==> src/rtl/conv_layer_pkg.sv <==
// Shared state codes, controller phases and width helper for the conv-layer
// input buffer, kernel and sequencer.
package conv_layer_pkg;

  localparam logic [2:0] STATE_IDLE  = 3'd0;
  localparam logic [2:0] STATE_LOAD  = 3'd1;
  localparam logic [2:0] STATE_SHIFT = 3'd2;
  localparam logic [2:0] STATE_BIAS  = 3'd3;

  typedef enum logic [2:0] {
    P_IDLE,
    P_PRELOAD,
    P_SHIFT,
    P_BIAS,
    P_LOAD
  } phase_t;

  // Index width that never collapses to zero bits for tiny dimensions.
  function automatic int clog2_w(input int n);
    return (n > 1) ? $clog2(n) : 1;
  endfunction

endpackage

==> src/rtl/conv_layer_wrap_counter.sv <==
// Modulo-MOD up-counter with enable and synchronous clear; wrap pulses on the
// enabled cycle that rolls the count from MOD-1 back to 0.
module conv_layer_wrap_counter #(
  parameter int MOD = 8,
  parameter int W   = 3
) (
  input  logic         clk,
  input  logic         rst,
  input  logic         en,
  input  logic         clr,
  output logic [W-1:0] count,
  output logic         wrap
);

  assign wrap = en && (count == W'(MOD - 1));

  always_ff @(posedge clk or posedge rst) begin
    if (rst) begin
      count <= '0;
    end else if (clr) begin
      count <= '0;
    end else if (en) begin
      count <= wrap ? '0 : count + 1'b1;
    end
  end

endmodule

==> src/rtl/conv_layer_input_ctrl.sv <==
// Sequencer for the conv-layer input row buffer: preload rows, sweep the
// kernel window, one bias cycle, stream the next row, until the frame ends.
module conv_layer_input_ctrl
  import conv_layer_pkg::*;
#(
  parameter int BUFFER_ROW  = 3,
  parameter int BUFFER_COL  = 8,
  parameter int KERNEL_SIZE = 3,
  parameter int IMAGE_ROW   = 8
) (
  input  logic                               clk,
  input  logic                               rst,
  input  logic                               start,
  input  logic                               in_valid,
  output logic                               in_ready,
  output logic [2:0]                         current_state,
  output logic [clog2_w(BUFFER_COL)-1:0]     col_index,
  output logic [clog2_w(BUFFER_ROW)-1:0]     row_index,
  output logic [clog2_w(BUFFER_ROW)-1:0]     preload_cycle,
  output logic [clog2_w(BUFFER_COL)-1:0]     shift_index,
  output logic                               window_valid,
  output logic                               row_done,
  output logic                               busy,
  output logic                               done
);

  localparam int CW     = clog2_w(BUFFER_COL);
  localparam int RW     = clog2_w(BUFFER_ROW);
  localparam int NW     = clog2_w(IMAGE_ROW + 1);
  localparam int NSHIFT = BUFFER_COL - KERNEL_SIZE + 1;

  phase_t          phase;
  logic [NW-1:0]   rows_used;
  logic            word_acc;
  logic            start_acc;
  logic            col_wrap;
  logic            row_wrap;
  logic            shift_wrap;
  logic            in_shift;
  logic            win_clr;

  assign in_ready     = (phase == P_PRELOAD) || (phase == P_LOAD);
  assign word_acc     = in_valid && in_ready;
  assign start_acc    = start && (phase == P_IDLE) && !busy;
  assign in_shift     = (phase == P_SHIFT);
  assign window_valid = in_shift;
  assign row_done     = (phase == P_BIAS);
  assign win_clr      = start_acc || ((phase == P_LOAD) && col_wrap);

  // LOAD is only presented with a word in hand: the buffer shifts its rows on
  // any LOAD cycle at column 0, so a stalled word must not repeat it.
  always_comb begin
    current_state = STATE_IDLE;
    case (phase)
      P_PRELOAD, P_LOAD: if (word_acc) current_state = STATE_LOAD;
      P_SHIFT:           current_state = STATE_SHIFT;
      P_BIAS:            current_state = STATE_BIAS;
      default:           current_state = STATE_IDLE;
    endcase
  end

  conv_layer_wrap_counter #(.MOD(BUFFER_COL), .W(CW)) u_col (
    .clk(clk), .rst(rst), .en(word_acc), .clr(start_acc),
    .count(col_index), .wrap(col_wrap)
  );

  conv_layer_wrap_counter #(.MOD(BUFFER_ROW), .W(RW)) u_row (
    .clk(clk), .rst(rst), .en(in_shift), .clr(win_clr),
    .count(row_index), .wrap(row_wrap)
  );

  conv_layer_wrap_counter #(.MOD(NSHIFT), .W(CW)) u_shift (
    .clk(clk), .rst(rst), .en(in_shift && row_wrap), .clr(win_clr),
    .count(shift_index), .wrap(shift_wrap)
  );

  always_ff @(posedge clk or posedge rst) begin
    if (rst) begin
      phase         <= P_IDLE;
      preload_cycle <= '0;
      rows_used     <= '0;
      busy          <= 1'b0;
      done          <= 1'b0;
    end else begin
      done <= 1'b0;
      if (done) busy <= 1'b0;
      case (phase)
        P_IDLE: begin
          if (start_acc) begin
            phase         <= P_PRELOAD;
            preload_cycle <= '0;
            rows_used     <= '0;
            busy          <= 1'b1;
          end
        end
        P_PRELOAD: begin
          if (col_wrap) begin
            rows_used <= rows_used + 1'b1;
            if (preload_cycle == RW'(BUFFER_ROW - 1)) phase <= P_SHIFT;
            else preload_cycle <= preload_cycle + 1'b1;
          end
        end
        P_SHIFT: begin
          if (shift_wrap) phase <= P_BIAS;
        end
        P_BIAS: begin
          if (rows_used < NW'(IMAGE_ROW)) begin
            phase <= P_LOAD;
          end else begin
            phase <= P_IDLE;
            done  <= 1'b1;
          end
        end
        P_LOAD: begin
          if (col_wrap) begin
            rows_used <= rows_used + 1'b1;
            phase     <= P_SHIFT;
          end
        end
        default: phase <= P_IDLE;
      endcase
    end
  end

endmodule

==> config.mk <==
export PLATFORM = sky130hd
export DESIGN_NAME = conv_layer_input_ctrl
export DESIGN_NICKNAME = d
export VERILOG_FILES = /design/src/rtl/conv_layer_pkg.sv /design/src/rtl/conv_layer_wrap_counter.sv /design/src/rtl/conv_layer_input_ctrl.sv
export SDC_FILE = /design/constraint.sdc
export NUM_CORES = 1
export LEC_CHECK = 0
export CORE_MARGIN = 1.5
export CORE_UTILIZATION = 46
export CTS_CLUSTER_SIZE = 12
export DETAILED_ROUTE_END_ITERATION = 16
export MAX_ROUTING_LAYER = met4
export PLACE_DENSITY = 0.73
export SLEW_MARGIN = 20
export SYNTH_ARGS = -nofsm -noshare
export SYNTH_HDL_FRONTEND = slang
export SYNTH_SLANG_ARGS = --single-unit
==> constraint.sdc <==
create_clock -name clk -period 3.5 [get_ports clk]
set_input_delay 0.35 -clock clk [delete_from_list [all_inputs] [get_ports clk]]
set_output_delay 0.35 -clock clk [all_outputs]
set_load 0.05 [all_outputs]
==> flow_summary.yaml <==
synthesis:
  syn-num-nets: 121
  ys_ff_latch: 19
  synthFlopType: "dfrtp_1"
  ys_top_cells_by_area: "dfrtp_1 (45%), ha_1 (7.1%), o21ai_0 (4.7%)"
  synth_seq_area_share: 0.4492
  synthXorXnorAreaFrac: 0.03191
  synth-compound-area-share: 0.1383
  synthSimpleGateAreaFrac: 0.2470
  synth-edff-count: 0
  synth.distinct_cells: 32
  synth_mux_area_frac: 0.009456
  yosysWarnings: 0
  synth_top_family_by_area: "simple AND/OR/NAND/NOR gates"
  synth_area_sq_um: 1059
  synth-async-reset-ratio: 1.000
  synth_cells: 111
  synth_area_per_cell_sq_um: 9.536
  synth_largest_area_cell: "dfrtp_1"
  synth_fa_ha_area_frac: 0.07092
  synth.top_cell.area_share: 0.4492
place:
  portBuffers: 20
  gp_congestion: 0.7949
  dp_hpwl_mm: 1.546
  placed_cells: 154
timing:
  rsz0062_at_grt: "no"
  relSlewSlack: 0.5147
  fin_skew_ps: 0.3570
  period_share: 0.7243
  hold_violations: 0
  finalSetupViolCount: 0
  final_max_slew_viol_count: 0
  hold_slack_ps: 462.5
  fin_setup_tns_ps: 0
  fin_crit_ps: 2535
  fmax_ghz: 0.3945
  tightest_slew_ps: 727.1
critical_path:
  ff2ff_path_depth: 5
  critPathCaptureType: "primary output"
  path_max_fanout: 15
  cp-start-kind: "flip-flop"
  slowest_delay_ps: 790
  crit_type: "flip-flop to primary output"
  cp.arrival_ps: 2190
  crit_path_top_delay_cell: "clkdlybuf4s50_1"
  cp_cell_sequence: "xor2_2 > and2_1 > clkdlybuf4s50_1"
  required_ps: 3150
cts:
  h-tree-depth: 1
  cts_buffer_depth: 2
  clk_pin_slew_worst_paths_ps: 110
  clkLatencyLatePin_ps: 290
  hold_buffers: 0
  cts_tree: "done"
  cts_resized: 0
  postCtsSetupRepairBufs: 0
  numCtsBuffers: 3
  cts_root_buffer: "clkbuf_4"
  cts_sinks: 19
power:
  switching_share: 0.2437
  power.density_nw_per_um2: 280.0
  p_int_uw: 273.5
  combPwrFrac: 0.079
  pwr-share-clk: 0.299
  p_seq_frac: 0.622
  power_switching_uw: 88.13
  irDropWorstVdd_v: 0.0002132
  leakage_nw: 0.5773
floorplanning:
  die_area_sq_um: 2598
  die_x_um: 50.97
  top_level_ports: 22
  start_util: 0.4832
  die_h_um: 50.97
  fp.coreArea_sq_um: 2191
  num_rows: 17
drt:
  first_iter_violations: 18
  wirelength_mm: 2.044
  via_per_inst: 5.487
  post-route-drc-count: 0
  num_vias: 867
  drtPass1Iterations: 6
  wire_per_inst_um: 12.94
  antenna_left: 0
cells_and_area:
  area_growth_pct: 21.99
  instances_no_fill: 158
  diodes: 0
  final_common_cell: "clkdlybuf4s50_1"
  final_cell_mix: "clkdlybuf4s50_1 (20), dfrtp_1 (19), o21ai_0 (10), a21oi_1 (9), nor2_1 (8)"
  drive_gt1_frac: 0.07692
  finalNetCount: 141
global_route:
  grt_overflow: 0
  grt_usage: 0.1871
  antenna_found_initial: 0
  grt_max_degree: 20
  grt_pass1_vias: 865
  grt_pass1_wl_mm: 3.601
min_path:
  hold_path_class: "flip-flop to flip-flop"
  holdPathStages: 1
status:
  status: "completed"
run:
  drv_cap: 0
stage by stage:
step | utilization | setup WS, ps | area [sq um] | total power [mW]
2_1_floorplan | - | 1366 | 1059 | 0.2475
3_3_place_gp | 0.5768 | 1258 | 1264 | 0.2575
3_5_place_dp | 0.5768 | 1217 | 1264 | 0.2580
4_1_cts | 0.5894 | 943.2 | 1291 | 0.3677
5_1_grt | 0.5894 | 830.9 | 1291 | 0.3816
6_report | 0.5894 | 964.9 | 1291 | 0.3616
cells by family after synthesis:
group	Yosys count
simple gates	45
compound gates	25
flops	19
buf+inv	11
fa+ha+maj	6
xor+xnor	3
other cells	1
mux	1
critical path: cells and delay by family (launching register included):
family,cells,cell delay [ps]
xor+xnor,1,300
buf+inv,1,790
flops,1,640
simple gates,1,170
state kept, by name, indices dropped and copies added, names as in the netlist:
| signal | cells |
|---|---|
| u_col.count | 3 |
| u_row.count | 2 |
| busy | 1 |
| done | 1 |
| rows_used | 4 |
| phase | 3 |
| preload_cycle | 2 |
| u_shift.count | 3 |
synthesized netlist by cell type, types with 3 or more instances:
cell / count
inv_1: 5
buf_2: 3
nand2_1: 7
dfrtp_1: 19
and2_1: 3
nand3b_1: 3
and3_1: 3
nand2b_1: 5
nor2_1: 8
a21oi_1: 9
o21ai_0: 10
nand3_1: 7
ha_1: 6
power by group through the flow:
stage               Clock, mW  Sequential [mW]  Combinational, mW
floorplan                   0            0.237             0.0106
global placement            0            0.229             0.0285
detailed placement          0            0.229             0.0289
CTS                     0.114            0.225             0.0291
global route            0.125            0.226             0.0310
finish                  0.108            0.225             0.0286
final timing paths:
path | from | endpoint | slack (ps)
max | phase[0]$_DFFE_PP0P_ | in_ready | 960
min | done$_DFF_PP0_ | busy$_DFF_PP0_ | 460
max reg2reg | u_col.count[0]$_DFFE_PP0P_ | phase[0]$_DFFE_PP0P_ | 1860
min reg2reg | done$_DFF_PP0_ | busy$_DFF_PP0_ | 460
max in group asynchronous | rst | phase[2]$_DFFE_PP0P_ | 2580
min in group asynchronous | rst | rows_used[2]$_DFFE_PP0P_ | 470
final cells by class:
class / instances / area (sq um)
Clock buffer: 3 / 22.52
Clock inverter: 1 / 5.005
Fill cell: 195 / 899.6
Inverter: 6 / 22.52
Multi-Input combinational cell: 81 / 530.5
Sequential cell: 19 / 475.5
Tap cell: 28 / 35.03
Timing Repair Buffer: 20 / 200.2
routing by layer:
layer | wire, um | share of wire | vias up | track usage
li1 | - | - | 429 | -
met1 | 956 | 0.47 | 409 | 0.2382
met2 | 988 | 0.48 | 27 | 0.3052
met3 | 96 | 0.047 | 2 | 0.03509
met4 | 2 | 0.00098 | 0 | 0.05405
met5 | 0 | 0 | - | -
No activity file was read; power rests on OpenSTA's default activity.
